## src/rtl/spsram_arbiter.sv

```systemverilog
// spsram_arbiter: two-requester round-robin front end for a single-port SRAM.
// Commands are serialised one per cycle onto registered SRAM controls.
// A {valid, id} tag travels alongside each read so that the returning data
// can be steered back to the requester that issued it.
module spsram_arbiter #(
    parameter int DW     = 32,
    parameter int AW     = 5,
    parameter int RD_LAT = 1
) (
    input  logic          i_clk,
    input  logic          i_rst,

    input  logic          i_req0_valid,
    output logic          o_req0_ready,
    input  logic          i_req0_we,
    input  logic [AW-1:0] i_req0_addr,
    input  logic [DW-1:0] i_req0_wdata,
    output logic          o_req0_rvalid,
    output logic [DW-1:0] o_req0_rdata,

    input  logic          i_req1_valid,
    output logic          o_req1_ready,
    input  logic          i_req1_we,
    input  logic [AW-1:0] i_req1_addr,
    input  logic [DW-1:0] i_req1_wdata,
    output logic          o_req1_rvalid,
    output logic [DW-1:0] o_req1_rdata,

    output logic          o_sram_cen,
    output logic          o_sram_wen,
    output logic          o_sram_oen,
    output logic [AW-1:0] o_sram_addr,
    output logic [DW-1:0] o_sram_data,
    input  logic [DW-1:0] i_sram_data
);

    // Priority pointer: 0 favours requester 0 when both are asking.
    logic          r_ptr;

    // Registered SRAM interface.
    logic          r_sram_cen;
    logic          r_sram_wen;
    logic          r_sram_oen;
    logic [AW-1:0] r_sram_addr;
    logic [DW-1:0] r_sram_data;

    // Read-tag pipeline; the last stage lines up with valid SRAM read data.
    logic [RD_LAT:0] r_tag_v;
    logic [RD_LAT:0] r_tag_id;

    // Registered read-return outputs.
    logic          r_req0_rvalid;
    logic [DW-1:0] r_req0_rdata;
    logic          r_req1_rvalid;
    logic [DW-1:0] r_req1_rdata;

    // Grant and selected command.
    logic          w_gnt0;
    logic          w_gnt1;
    logic          w_acc;
    logic          w_sel;
    logic          w_we;
    logic [AW-1:0] w_addr;
    logic [DW-1:0] w_wdata;

    // Pick at most one winner; the pointer only breaks ties.
    always_comb begin
        w_gnt0 = 1'b0;
        w_gnt1 = 1'b0;
        if (i_rst) begin
            w_gnt0 = 1'b0;
            w_gnt1 = 1'b0;
        end else if (i_req0_valid && i_req1_valid) begin
            w_gnt0 = ~r_ptr;
            w_gnt1 = r_ptr;
        end else begin
            w_gnt0 = i_req0_valid;
            w_gnt1 = i_req1_valid;
        end
    end

    // Steer the winning requester's command fields onto the shared path.
    always_comb begin
        w_acc   = w_gnt0 | w_gnt1;
        w_sel   = w_gnt1;
        w_we    = 1'b0;
        w_addr  = {AW{1'b0}};
        w_wdata = {DW{1'b0}};
        if (w_gnt1) begin
            w_we    = i_req1_we;
            w_addr  = i_req1_addr;
            w_wdata = i_req1_wdata;
        end else begin
            w_we    = i_req0_we;
            w_addr  = i_req0_addr;
            w_wdata = i_req0_wdata;
        end
    end

    // Hand priority to the other requester after every accepted command.
    always_ff @(posedge i_clk) begin
        if (i_rst) begin
            r_ptr <= 1'b0;
        end else if (w_acc) begin
            r_ptr <= ~w_sel;
        end else begin
            r_ptr <= r_ptr;
        end
    end

    // Launch the accepted command onto the SRAM port; idle cycles drop the strobes.
    always_ff @(posedge i_clk) begin
        if (i_rst) begin
            r_sram_cen  <= 1'b0;
            r_sram_wen  <= 1'b0;
            r_sram_oen  <= 1'b0;
            r_sram_addr <= {AW{1'b0}};
            r_sram_data <= {DW{1'b0}};
        end else if (w_acc) begin
            r_sram_cen  <= 1'b1;
            r_sram_wen  <= w_we;
            r_sram_oen  <= ~w_we;
            r_sram_addr <= w_addr;
            // Reads leave the write-data bus untouched.
            if (w_we) begin
                r_sram_data <= w_wdata;
            end else begin
                r_sram_data <= r_sram_data;
            end
        end else begin
            r_sram_cen  <= 1'b0;
            r_sram_wen  <= 1'b0;
            r_sram_oen  <= 1'b0;
            r_sram_addr <= r_sram_addr;
            r_sram_data <= r_sram_data;
        end
    end

    // Shift the read tag so it arrives together with the SRAM read data.
    always_ff @(posedge i_clk) begin
        if (i_rst) begin
            r_tag_v  <= {(RD_LAT+1){1'b0}};
            r_tag_id <= {(RD_LAT+1){1'b0}};
        end else begin
            r_tag_v[0]  <= w_acc & ~w_we;
            r_tag_id[0] <= w_sel;
            for (int i = 1; i <= RD_LAT; i++) begin
                r_tag_v[i]  <= r_tag_v[i-1];
                r_tag_id[i] <= r_tag_id[i-1];
            end
        end
    end

    // Capture returning data for its owner only; the other side holds.
    always_ff @(posedge i_clk) begin
        if (i_rst) begin
            r_req0_rvalid <= 1'b0;
            r_req0_rdata  <= {DW{1'b0}};
            r_req1_rvalid <= 1'b0;
            r_req1_rdata  <= {DW{1'b0}};
        end else begin
            r_req0_rvalid <= r_tag_v[RD_LAT] & ~r_tag_id[RD_LAT];
            r_req1_rvalid <= r_tag_v[RD_LAT] &  r_tag_id[RD_LAT];
            if (r_tag_v[RD_LAT] && !r_tag_id[RD_LAT]) begin
                r_req0_rdata <= i_sram_data;
            end else begin
                r_req0_rdata <= r_req0_rdata;
            end
            if (r_tag_v[RD_LAT] && r_tag_id[RD_LAT]) begin
                r_req1_rdata <= i_sram_data;
            end else begin
                r_req1_rdata <= r_req1_rdata;
            end
        end
    end

    assign o_req0_ready  = w_gnt0;
    assign o_req1_ready  = w_gnt1;
    assign o_req0_rvalid = r_req0_rvalid;
    assign o_req0_rdata  = r_req0_rdata;
    assign o_req1_rvalid = r_req1_rvalid;
    assign o_req1_rdata  = r_req1_rdata;
    assign o_sram_cen    = r_sram_cen;
    assign o_sram_wen    = r_sram_wen;
    assign o_sram_oen    = r_sram_oen;
    assign o_sram_addr   = r_sram_addr;
    assign o_sram_data   = r_sram_data;

endmodule

```

## config.mk

```make
export PLATFORM = sky130hd
export DESIGN_NAME = spsram_arbiter
export DESIGN_NICKNAME = d
export VERILOG_FILES = /design/src/rtl/spsram_arbiter.sv
export SDC_FILE = /design/constraint.sdc
export NUM_CORES = 1
export LEC_CHECK = 0
export CAP_MARGIN = 20
export CORE_MARGIN = 2
export CORE_UTILIZATION = 42
export CTS_BUF_LIST = sky130_fd_sc_hd__clkbuf_16
export DETAILED_ROUTE_END_ITERATION = 8
export GPL_TIMING_DRIVEN = 1
export PLACE_DENSITY = 0.86
export SLEW_MARGIN = 20
export SYNTH_ARGS = -nofsm -noshare
export SYNTH_HDL_FRONTEND = slang
export SYNTH_SLANG_ARGS = --single-unit
```

## constraint.sdc

```tcl
create_clock -name i_clk -period 1.85 [get_ports i_clk]
set_input_delay 0.2775 -clock i_clk [delete_from_list [all_inputs] [get_ports i_clk]]
set_output_delay 0.2775 -clock i_clk [all_outputs]
set_load 0.005 [all_outputs]
```

=== Yosys cells after proc, flatten, opt, wreduce, memory -nomap -nowiden ===
Cells that the tools add are included.

* Output and inout bits: 108
* Memories: 0
* Bits in registers: 111
* Bits in latches: 0
* Memory bits (read-only): 0
* Bits in writable memories: 0

* Equality and inequality tests: 0
* Divide/modulo/power cells: 0
* Bitwise logic cells: 9
* Order comparisons: 0
* Mux-type cells: 8
* $mul: 0
* Add/sub/neg operators: 0
* Shift-type cells: 0
* Reductions and logical operators: 6

{| class="wikitable"
|+ Operators by type and width
! kind !! number
|-
| $mux 32 || 1
|-
| $mux 1 || 6
|-
| $mux 5 || 1
|-
| $not 1->1 || 5
|-
| $and 1x1->1 || 3
|-
| $logic_and 1x1->1 || 3
|-
| $reduce_and 2->1 || 1
|-
| $reduce_or 2->1 || 1
|-
| $logic_not 1->1 || 1
|-
| $or 1x1->1 || 1
|}

=== Depth between registers and ports, before layout ===
* Word-level depth: 6
* Mapped depth: 6
* Mapped depth without buffers: 4

=== Worst setup path after synthesis ===
Ideal clock, no wire load.

* Path type: input to register
* Start: in i_rst
* End: reg r_sram_data[0] (netlist: o_sram_data[0])
* Library setup time: 0.119 ns
* Cell stages on the path: 5
* Data arrival time: 1.123 ns
* Data required time: 1.731 ns
* Slack: 0.608 ns
* Cell sequence: clkbuf_1 > nand3b_1 > buf_2 > mux2i_1 > o2bb2ai_1

* Word-level cells in the longest chain between the ends: 3

{| class="wikitable"
|+ Ends and longest elaborated chain
! item !! line !! RTL
|-
| start, declared || 11 || <nowiki>input logic i_rst,</nowiki>
|-
| $mux 1 || 70 || <nowiki>if (i_rst) begin</nowiki>
|-
| $or 1x1->1 / $mux 1 (equally long branches) || 84, 89 ||
|-
| $reduce_and 2->1 (no source line) || -- ||
|-
| end signal, assigned || 118 || <nowiki>r_sram_data <= {DW{1'b0}};</nowiki>
|-
| end signal, assigned || 126 || <nowiki>r_sram_data <= w_wdata;</nowiki>
|-
| end signal, assigned || 128 || <nowiki>r_sram_data <= r_sram_data;</nowiki>
|-
| end, declared || 45 || <nowiki>logic [DW-1:0] r_sram_data;</nowiki>
|}

Parallel ways exist; a longest one is shown, timed or not.
A chain may end at the register's enable or synchronous reset.

=== Worst setup path in the final report ===
* Start: reg r_ptr
* End: out o_req0_ready

* Word-level cells in the longest chain between the ends: 3

{| class="wikitable"
|+ Ends and longest elaborated chain
! item !! line !! RTL
|-
| start, declared || 38 || <nowiki>logic r_ptr;</nowiki>
|-
| start signal, assigned || 105 || <nowiki>r_ptr <= ~w_sel;</nowiki>
|-
| start signal, assigned || 107 || <nowiki>r_ptr <= r_ptr;</nowiki>
|-
| $not 1->1 || 74 || <nowiki>w_gnt0 = ~r_ptr;</nowiki>
|-
| $mux 1 || 73 || <nowiki>end else if (i_req0_valid && i_req1_valid) begin</nowiki>
|-
| $mux 1 || 70 ||
|-
| end, declared || 14 || <nowiki>output logic o_req0_ready,</nowiki>
|}

Every way passes these cells.

==> metrics.md <==
| Metric | Value |
|---|---|
| Overall routing resource usage | 0.227 |
| First-pass GRT wire length | ~19 mm |
| Number of synthesized register bits | around 110 |
| Total die area | 10,400 um^2 |
| Final wirelength | ~12 mm |
| Final RePlAce weighted congestion | 0.810 |
| Compound-cell area share of the yosys netlist | 0.163 |
| Library cell appearing most often on the critical path | sky130_fd_sc_hd__nand2_1 |
| Multiplexer area fraction after synthesis | 0.0914 |
| Ordered cell list for the critical path | nand2_1 -> nand2_1 -> nor2_1 -> clkdlybuf4s50_1 |
| Slack of the worst reg-to-reg path | about 0.30 ns |
| Overflow left after global routing | 0 |
| Area growth, synth to finish | 65.2% |
| CTS HTree Levels | 3 |
| Number of clock buffers inserted by TritonCTS | 9 |
| Yosys top cell by area | sky130_fd_sc_hd__dfxtp_1 |
| Final critical-path required period | around 1.7 ns |
| Startpoint of the lowest-slack register-to-register path | r_ptr |
| Count of hold-fix buffers inserted at cts | 0 |
| Warning count from the yosys run | 0 |
| Largest family of logic cells by synthesized area | compound AO/OA/AOI/OAI gates |
| Number of pins with negative max-slew slack in the final report | 0 |
| Post-synthesis instance total | about 450 |
| Syn_nets | 558 |
| XOR/XNOR Fraction of Synth Area | 0 |
| Maximum vdd drop | 0.000443 V |
| Status | complete, no violations |
| Number of max-cap violations | 0 |
| Share of synthesized cell area in full adder, half adder and majority cells | 0 |
| Finished layout cell area | 6690 um^2 |
| Total of endpoints with negative setup slack in the final report | 0 |
| Number of antenna violations at the first check in global routing | 0 |
| Clock tree from TritonCTS | done |
| Sequential fraction of the synthesis area | 0.549 |
| Number of rows created at floorplan | 35 |
| Average detailed-routed wire length per instance | roughly 15 um |
| Final Hold Violating Endpoints | 0 |
| Die extent in x | ~100 um |
| Count of pins on the block boundary | 220 |
| Worst endpoint required time | 1.57 ns |
| Starting Density | 0.436 |
| Number of buffers between clock root and the deepest sink | 2 |
| Most frequent cells in the layout | sky130_fd_sc_hd__clkdlybuf4s50_1 (215), sky130_fd_sc_hd__nand2_1 (131), sky130_fd_sc_hd__dfxtp_1 (110), sky130_fd_sc_hd__a21oi_1 (65), sky130_fd_sc_hd__mux2i_1 (37) |
| Number of cells traversed by the worst register-to-register path | 7 |
| Hold-critical path endpoint | r_ptr |
| Combined area of all synthesized cells | 4050 um^2 |
| Instance area after placement | 6400 um^2 |
| Post-route core utilization | 0.720 |
| Capturing element type of the critical path | primary output |
| Number of diodes added for antenna fixing | 0 |
| Commonest non-fill, non-tap cell in the layout | sky130_fd_sc_hd__clkdlybuf4s50_1 |
| Classification of the worst-slack hold path | in -> reg |
| Root Buffer Master | sky130_fd_sc_hd__clkbuf_16 |
| Largest stage delay on the critical path | 0.52 ns |
| DR vias | about 4,000 |
| Power Dens Cells | between 700 and 800 nW/um^2 |
| Number of port buffers | 219 |
| Slowest stage cell, crit path | sky130_fd_sc_hd__clkdlybuf4s50_1 |
| Die height | 102 um |
| Combined buffer and inverter count along the critical path | 1 |
| Vias in the first global route | 3,946 |
| Ratio of final minimum period to clock period | 0.934 |
| Number of detailed-route iterations in the first pass | 4 |
| Crit start category | flip-flop |
| Mean instance size in the synthesized netlist | 9.08 um^2 |
| Sum of net half-perimeters after detailed placement | 8.98 mm |
| Leakage power | 2.58 nW |
| Endpoint of the worst register-to-register path | o_sram_data[28] |
| Setup Skew | 0.00923 ns |
| Cell types occupying the most area after synthesis | sky130_fd_sc_hd__dfxtp_1 (55%), sky130_fd_sc_hd__nand2_1 (12%), sky130_fd_sc_hd__mux2i_1 (9.1%) |
| Portion of synthesized cell area occupied by the leading cell type | 0.549 |
| Fraction of met3 tracks used by global routing | 0.0609 |
| Busiest layer in global routing | met2 |
| Vias per Instance | 4.95 |
| Worst skew pair latency | 0.33 ns |
| Simple-gate area share of the yosys netlist | 0.152 |
| # nets final | 768 |
| Highest attainable clock frequency | about 0.58 GHz |
| Slew headroom | 0.537 |
| Hold depth | 2 |
| Maximum number of pins on one net before global-route repair | 71 |
| GR Layer Usage met1 | 0.274 |
| Post-DRT Antenna Nets | 0 |
| Setup repair after global routing missed its margin | no |
| CTS clk-pin slew, worst paths | 0.07 ns |
| Type of the worst setup path | reg -> out |
| Share of cells above drive strength 1 | 0.0605 |
| DRC viols | 0 |
| Number of sinks on the clock net | 111 |
| Detailed Route Iter0 Violations | approximately 150 |
| Total core area | 9280 um^2 |
| Start point of the worst min-delay path | i_rst |
| Arrival time at the worst endpoint | 1.45 ns |
| Largest driver fanout on the critical path | 3 |
| Number of distinct library cell variants in the gate-level netlist after synthesis | 19 |
| Top cell family by delay on the critical path | buffers and inverters |
| Transition time at the pin with the least slew margin | between 0.6 and 0.7 ns |
| Met2 Track Usage GR | 0.396 |
-- worst max-delay path by stage --
stage / from / to / cells past startpoint
after CTS: i_req1_valid / o_req0_ready / 5
final: r_ptr / o_req0_ready / 4
after global placement: i_req0_valid / o_req1_ready / 5
after global routing: r_ptr / o_req0_ready / 4
after floorplan: i_rst / o_sram_data[0] / 5
after detailed placement: i_req0_valid / o_sram_data[0] / 7
-- synthesized netlist by cell type --
cell type                   count
sky130_fd_sc_hd__nand2b_1       3
sky130_fd_sc_hd__a21oi_1       65
sky130_fd_sc_hd__mux2i_1       37
sky130_fd_sc_hd__nand3b_1       6
sky130_fd_sc_hd__o2bb2ai_1     32
sky130_fd_sc_hd__o21bai_1       1
sky130_fd_sc_hd__inv_2          4
sky130_fd_sc_hd__or2_1          1
sky130_fd_sc_hd__buf_1          1
sky130_fd_sc_hd__dfxtp_1      111
sky130_fd_sc_hd__nor2_1         3
sky130_fd_sc_hd__clkbuf_1      16
sky130_fd_sc_hd__a32oi_1        1
sky130_fd_sc_hd__and2_1         3
sky130_fd_sc_hd__nand2_1      131
sky130_fd_sc_hd__buf_2         20
sky130_fd_sc_hd__nor2b_1        4
sky130_fd_sc_hd__a211oi_1       2
sky130_fd_sc_hd__o21ai_1        5
-- repair_timing --
action / in CTS / in global routing
setup buffers: 1 / 0
gates resized for setup: 1 / 3
setup endpoints to repair: 2 / 2
endpoints found under the hold margin: 0 / 0
pin swaps: 1 / 0
-- metal layers --
layer  share of wire  up-vias
met5               0        -
met1            0.41     1801
li1                -     1924
met2            0.49      167
met3           0.080       15
met4           0.016        0
-- final cells by class --
type	instances	area, um^2
fillers	678	2590
repair buffers	236	2360
flip-flops and latches	111	2220
multi-input cells	294	1650
clock buffers	9	225
well taps	129	161
clock inverters	7	53.8
inverters	4	15.0
-- through the flow --
stage	worst slack, ns	std cells	power (mW)	hold slack, ns	TNS [ns]
after detailed placement	-0.106	773	3.35	0.427	-1.14
after floorplan	0.608	446	2.83	0.371	0
after CTS	0.00286	790	5.14	0.238	0
final	0.122	790	5.10	0.232	0
after global routing	0.0636	790	5.31	0.249	0
after global placement	-0.0133	773	3.33	0.422	-0.0133
-- kinds of logic (layout without fill, tap and decap cells) --
| kind of cell | count (synthesis) | in the layout |
|---|---|---|
| and+or+nand+nor | 151 | 151 |
| muxes | 37 | 37 |
| AOI/OAI and AO/OA | 106 | 106 |
| DFF | 111 | 111 |
| buffers and inverters | 41 | 256 |
-- where the power goes --
| group | switching (mW) | internal (mW) |
|---|---|---|
| Combinational | 0.272 | 0.482 |
| Sequential | 0.0546 | 2.49 |
| Clock | 0.875 | 0.931 |
| Total | 1.20 | 3.90 |
-- state kept, by name (all words and copies together) (netlist names) --
| name | flops |
|---|---|
| o_req1_rdata | 32 |
| o_req1_rvalid | 1 |
| o_req0_rvalid | 1 |
| r_tag_v | 2 |
| o_sram_wen | 1 |
| o_sram_data | 32 |
| o_req0_rdata | 32 |
| o_sram_oen | 1 |
| o_sram_cen | 1 |
| r_tag_id | 2 |
| o_sram_addr | 5 |
| r_ptr | 1 |
Power figures use the tool's default switching activity.
